`config.mk`:
```
export PLATFORM = sky130hd
export DESIGN_NAME = channel_loader
export DESIGN_NICKNAME = d
export VERILOG_FILES = /design/src/rtl/channel_loader.sv
export SDC_FILE = /design/constraint.sdc
export NUM_CORES = 2
export LEC_CHECK = 0
export CAP_MARGIN = 10
export CORE_UTILIZATION = 31
export DETAILED_ROUTE_END_ITERATION = 16
export HOLD_SLACK_MARGIN = 0.05
export RECOVER_POWER = 50
export SYNTH_ARGS = -nofsm -noshare
export SYNTH_HDL_FRONTEND = slang
export SYNTH_SLANG_ARGS = --single-unit
export TNS_END_PERCENT = 30
```
`constraint.sdc`:
```
create_clock -name clk -period 6.16 [get_ports clk]
set_input_delay 1.232 -clock clk [delete_from_list [all_inputs] [get_ports clk]]
set_output_delay 1.232 -clock clk [all_outputs]
set_load 0.02 [all_outputs]
```
`src/rtl/channel_loader.sv`:
```
// Channel LLR loader: saturates an input beat stream to Q-bit LLRs, packs P of
// them per storage word, then hands the storage to the decoder for one frame.
module channel_loader #(
  parameter int N  = 1024,
  parameter int P  = 128,
  parameter int Q  = 6,
  parameter int IW = 8,
  parameter int K  = 4
) (
  input  logic            clk,
  input  logic            rst,
  input  logic [K*IW-1:0] s_data,
  input  logic            s_valid,
  input  logic            s_last,
  output logic            s_ready,
  output logic [P*Q-1:0]  W_channel,
  output logic [5:0]      channel_count,
  output logic            channel_ready,
  output logic            channel,
  output logic            dec_start,
  input  logic            dec_done,
  output logic            frame_err,
  output logic [15:0]     frame_cnt
);

  localparam int BPW     = P / K;
  localparam int WORDS   = N / P;
  localparam int BW      = (BPW > 1) ? $clog2(BPW) : 1;
  localparam int SAT_MAX = (1 << (Q - 1)) - 1;

  localparam logic signed [IW-1:0] SAT_HI = IW'(SAT_MAX);
  localparam logic signed [IW-1:0] SAT_LO = -SAT_HI;

  typedef enum logic [1:0] {
    LOAD   = 2'd0,
    START  = 2'd1,
    DECODE = 2'd2
  } state_t;

  state_t state_reg, state_next;

  logic [BW-1:0]  beat_reg;
  logic [5:0]     word_reg;
  logic [K*Q-1:0] pack_reg   [BPW];
  logic [K*Q-1:0] group_next [BPW];
  logic [K*Q-1:0] sat_beat;
  logic [P*Q-1:0] word_next;

  logic transfer;
  logic word_end;
  logic frame_end;
  logic s_ready_next;
  logic channel_next;
  logic dec_start_next;

  assign transfer  = s_valid && s_ready && (state_reg == LOAD);
  assign word_end  = transfer && (beat_reg == BW'(BPW - 1));
  assign frame_end = word_end && (word_reg == 6'(WORDS - 1));

  // Symmetric clamp: the most negative Q-bit code is never produced.
  for (genvar gi = 0; gi < K; gi++) begin : g_sat
    logic signed [IW-1:0] x;
    assign x = s_data[gi*IW +: IW];
    assign sat_beat[gi*Q +: Q] = (x > SAT_HI) ? SAT_HI[Q-1:0] :
                                 (x < SAT_LO) ? SAT_LO[Q-1:0] :
                                                x[Q-1:0];
  end

  // The word image includes the beat being accepted, so the final beat of a
  // word is visible in W_channel without an extra pipeline stage.
  for (genvar gi = 0; gi < BPW; gi++) begin : g_pack
    assign group_next[gi] = (transfer && (beat_reg == BW'(gi))) ? sat_beat : pack_reg[gi];
    assign word_next[gi*K*Q +: K*Q] = group_next[gi];

    always_ff @(posedge clk or negedge rst) begin
      if (!rst) begin
        pack_reg[gi] <= '0;
      end else begin
        pack_reg[gi] <= group_next[gi];
      end
    end
  end

  always_ff @(posedge clk or negedge rst) begin
    if (!rst) begin
      beat_reg <= '0;
      word_reg <= '0;
    end else if (transfer) begin
      beat_reg <= word_end ? '0 : beat_reg + 1'b1;
      if (word_end) begin
        word_reg <= frame_end ? 6'd0 : word_reg + 6'd1;
      end
    end
  end

  always_ff @(posedge clk or negedge rst) begin
    if (!rst) begin
      state_reg <= LOAD;
    end else begin
      state_reg <= state_next;
    end
  end

  always_comb begin
    state_next = state_reg;
    case (state_reg)
      LOAD:    if (frame_end) state_next = START;
      START:   state_next = DECODE;
      DECODE:  if (dec_done) state_next = LOAD;
      default: state_next = LOAD;
    endcase
  end

  // Outputs are decoded from the upcoming state and then registered.
  always_comb begin
    s_ready_next   = (state_next == LOAD);
    channel_next   = (state_next == DECODE);
    dec_start_next = (state_reg == START);
  end

  always_ff @(posedge clk or negedge rst) begin
    if (!rst) begin
      s_ready       <= 1'b0;
      channel       <= 1'b0;
      dec_start     <= 1'b0;
      channel_ready <= 1'b0;
      frame_err     <= 1'b0;
      frame_cnt     <= '0;
      W_channel     <= '0;
      channel_count <= '0;
    end else begin
      s_ready       <= s_ready_next;
      channel       <= channel_next;
      dec_start     <= dec_start_next;
      channel_ready <= word_end;
      frame_err     <= transfer && (s_last != frame_end);
      if (word_end) begin
        W_channel     <= word_next;
        channel_count <= word_reg;
      end
      if (frame_end) begin
        frame_cnt <= frame_cnt + 16'd1;
      end
    end
  end

endmodule

```
# == After elaboration in Yosys (flattened, before gate mapping) ==
# Cells that the tools add are included.
# classes
eq_ne,36
n_reduce_logical,40
order_cmp,8
addsub,3
mux,45
# op_table
operator,n
2-to-1 mux 24 bit,32
"== test 5 bit, second input constant",16
2-to-1 mux 6 bit,9
"== test 5 x 4 -> 1 bit, second input constant",8
logical AND 1 bit,36
"> comparator 8 x 6 -> 1 bit, second input constant",4
"less-than comparator 8 x 6 -> 1 bit, second input constant",4
"== test 5 x 3 -> 1 bit, second input constant",4
"adder 16 x 1 -> 16 bit, second input constant",1
"== test 5 x 2 -> 1 bit, second input constant",2
"adder 6 x 1 -> 6 bit, second input constant",1
"== test 6 x 3 -> 1 bit, second input constant",1
one-hot mux 2 bit (3 select lines),1
"adder 5 x 1 -> 5 bit, second input constant",1
"== test 5 x 1 -> 1 bit, second input constant",1
zero test 5 bit,1
2-to-1 mux 5 bit,1
"== test 2 bit, second input constant",2
zero test 2 bit,2
2-to-1 mux 2 bit,2
"== test 2 x 1 -> 1 bit, second input constant",1
AND reduction 2 bit,1
!= test 1 bit,1
# word_totals
register_bits,1576
word_cells,175
in_bits,37
out_inout_bits,795

# == Logic depth before layout (Yosys ltp) ==
# logic_depth
ltp_word,7
depth_mapped,11
ltp_nobuf,7

# == Worst setup path before layout ==
# No wires, ideal clock.
# synth_timing
path_type,input-to-reg
from,in s_data[31]
to,reg W_channel[546]
path_slack_ns,3.453
arrival_ns,2.573
required_time_ns,6.025
setup_time_ns,0.135
path_buffers,3
cell_stages,6
path_cell_list,clkbuf_1 -> or4_1 -> clkbuf_1 -> clkbuf_1 -> a21oi_1 -> o31ai_1
# synth_via
elab_chain_cells,4
elab_cells_between_ends,5
cone_classes,order compare (2); mux (3)
# synth_rtl
item,line,text
"start, declared",12,"input logic [K*IW-1:0] s_data,"
less-than comparator 8 x 6 -> 1 bit,65,(x < SAT_LO) ? SAT_LO[Q-1:0] :
2-to-1 mux 6 bit,65,
2-to-1 mux 6 bit *,64,assign sat_beat[gi*Q +: Q] = (x > SAT_HI) ? SAT_HI[Q-1:0] :
2-to-1 mux 24 bit *,72,assign group_next[gi] = (transfer && (beat_reg == BW'(gi))) ? sat_beat : pack_reg[gi];
"end signal, assigned",138,W_channel <= word_next;
"end, declared",16,"output logic [P*Q-1:0] W_channel,"
# Every way passes the cells marked *; elsewhere a longest branch is shown, timed or not.
# A chain may end at the register's enable or synchronous reset.

# == Worst setup path after layout ==
# layout_timing
from,in s_data[5]
to,reg W_channel[337]
# Same word-level chain as after synthesis.

==> qor.yml <==
leakagePower_nw: 33.8
synth_seq_cells: 1552
power_switching_w: 0.0114
area_taken_by_flip_flops_and_latches_um2: 38800
dp_cells: 8649
tns_ns: 0
floorplan.die.width_um: 440
layout-drive-gt1-share_pct: 9.37
peakVddDrop_mv: 0.263
largest_register_ff_count: 768
worstSkewPairLatency_ns: 0.83
slowest_delay_ns: 2.36
die-height_um: 440
place_hpwl_mm: 141
synth.distinct_cells: 46
clock_skew_ns: 0.0591
synth_top_cell_by_area: "dfrtp_1"
synth_sequential_area_ratio_pct: 65.3
power_density_over_the_cells_nw_per_um2: 460
initial_utilization_pct: 31.2
combPwrFrac_pct: 27.0
failed_checks: "max-capacitance violations, max-slew violations"
period_minus_slack_ns: 4.89
layout.cells.non_filler: 8964
timing.critical_path.arrival_ns: 5.60
worst_pin_slew_ns: 3.51
synthesis.area_per_instance_um2: 10.6
cts_tree: "yes"
share_clk_of_total_power_pct: 30.5
setup.worst_path.start: "s_data[5]"
end_kind: "flop"
fillCellCount: 18300
path_max_fanout: 28
die_area_um2: 194000
design.final.nets: 6356
hold_path_class: "in2async"
port_buffers: 831
grt_start_max_net_pins: 231
yosys_warnings: 0
outcome: "finished with violations"
detail-route-antenna-nets: 0
seq_power_share_pct: 42.6
ff2ff_path_depth: 5
path_cells: "dlygate4sd3_1 -> a21boi_0 -> o22ai_4 -> clkbuf_1 -> nor2_1 -> o31ai_1"
fp.coreArea_um2: 190000
grt-ovfl-total: 0
crit-reg2reg-capture: "W_channel[449]"
critical_path.top_delay_family: "buffers and inverters"
drt_iter0_drc: 3430
slew_headroom_pct: -134
finalSetupViolations: 0
gp_congestion: 0.842
globalRouteTotalUtil_pct: 21.8
dominantRegCellSynth: "dfrtp_1"
detailroute.via_count: 44400
detail_route.drc_violations: 0
timing.reg2reg.setup_slack_ns: 2.05
number_of_antenna_violations_at_the_first_check_in_global_routing: 11
synth-async-reset-ratio_pct: 100
layout-area-overhead-vs-synth_pct: 28.3
timing.critical_path.depth: 6
placementRows: 160
global_route_wire_length_before_repair_mm: 307
post_cts_buffers: 0
max-clock-path-buffers: 3
fmaxAchievable_mhz: 205
synthesis.instances: 5600
synthTopCellsByArea: "dfrtp_1, nor2_1, o31ai_1, mux2_2, nand2_1"
detail_route.first_pass.iterations: 5
detail_routed_via_count_per_cell: 4.96
period_share_pct: 79.4
grt_pass1_vias: 43700
synth.top_cell.area_share_pct: 65.3
cts_repair_resize_count: 0
syn_area_um2: 59500
timing.max_cap.violations: 38
netSwitchingFraction_pct: 32.6
critPathLaunchType: "input port"
timing_worst_setup_path_type: "in2reg"
root_buffer: "clkbuf_16"
synth_edf_count: 0
cts.hold.buffers_added: 0
synthesis.nets: 5645
final-hold-violation-count: 0
grt_setup_unrepaired: "no"
floorplan.io_pins: 832
multiInputGateArea_um2: 19000
clk_pin_slew_worst_paths_ns: 0.07
critPathRequiredTime_ns: 6.88
cp_slowest_cell: "clkbuf_1"
clock-sinks: 1552
route.final.wire_length_mm: 214
cts-htree-levels: 4
slew_viol_final: 1475
cts_made_buffers: 171
power_report.internal_total_w: 0.0237
wl_per_cell_um: 23.8
crit_buf_inv: 2
r2r_start: "state_reg[0]"
==> routing by layer <==
metal  GRT usage, %  up-vias  share of wire [%]
met3           4.28      451                5.2
li1               -    20100                  -
met4           13.9        0                7.2
met1           26.9    22600                 40
met5              0        -                  0
met2           35.1     1284                 47
==> how the worst max path moves through the flow <==
stage / endpoint / slack [ns]
finish: W_channel[337] / 1.27
global route: W_channel[289] / 1.26
CTS: s_ready / 2.43
detailed placement: word_reg[3] / 1.64
global placement: word_reg[3] / 1.67
floorplan: W_channel[546] / 3.45
==> synthesized netlist by cell type (3+ instances only) <==
library cell,instances
and4_1,7
nand4b_1,4
dfrtp_1,1552
nand2_2,7
nand4bb_1,3
nor3_1,88
o31ai_1,580
mux2i_1,32
a22oi_1,12
inv_1,40
o21ai_0,35
buf_4,23
xor2_1,3
nor2_1,1689
o21ai_1,27
clkbuf_1,285
buf_1,12
ha_1,8
and4b_1,5
o22a_1,16
nand3_1,8
xnor2_1,17
o22ai_1,16
or4_1,6
nor4_4,3
nand2_1,689
mux2_2,251
buf_2,82
and3_1,7
nand4_1,10
a21oi_1,47
a21boi_0,16
==> power groups by stage <==
stage	Sequential (W)	Combinational, W	Clock [W]
finish	0.0149	0.00946	0.0107
global route	0.0153	0.0103	0.0113
CTS	0.0149	0.00962	0.0109
detailed placement	0.0151	0.00959	0
global placement	0.0150	0.00931	0
floorplan	0.0161	0.00400	0
==> cells in the final DEF, fill, tap and decap left out, drive strengths merged, types with 62 or more instances in the layout <==
master            n
clkbuf          283
nor3             88
buf              81
o31ai           580
dfrtp          1552
mux2            251
o21ai            62
nor2           1689
nand2           696
clkdlybuf4s50   818
==> worst register-to-register path: stages (launching register included) <==
cell	delay [ns]
dfrtp_1	0.56
or4_1	0.92
nor2_1	0.39
clkbuf_1	1.35
mux2_2	0.50
mux2_2	0.27
==> per-stage QoR <==
stage	worst slack, ns	power [W]	hold slack (ns)	area [um^2]	utilization (%)
final	1.27	0.0351	0.426	76300	40.1
after global routing	1.26	0.0369	0.430	76300	40.1
after CTS	2.43	0.0355	0.399	76500	40.2
after detailed placement	1.64	0.0247	0.460	70600	37.1
after global placement	1.67	0.0243	0.453	70600	37.1
after floorplan	3.45	0.0201	0.441	59500	-
==> area by class of cell <==
cell class	count	area share, %
clock inverters	65	1.27
multi-input cells	3603	24.9
diodes	5	0.0164
repair buffers	942	12.1
well taps	2511	4.12
flip-flops and latches	1552	50.9
inverters	41	0.208
clock buffers	245	6.49
==> kinds of logic (layout without fill, tap and decap cells) <==
| kind of cell | Yosys count | after routing | share of synthesized area (%) |
|---|---|---|---|
| buffers and inverters | 445 | 1293 | 3.15 |
| flip-flops | 1552 | 1552 | 65.3 |
| other | 0 | 5 | 0 |
| adder cells (fa/ha/maj) | 8 | 8 | 0.168 |
| AO/OA/AOI/OAI | 752 | 752 | 9.04 |
| multiplexers | 283 | 283 | 5.29 |
| AND/OR/NAND/NOR | 2540 | 2540 | 16.8 |
| XOR/XNOR | 20 | 20 | 0.295 |
Power figures use the tool's default switching activity.
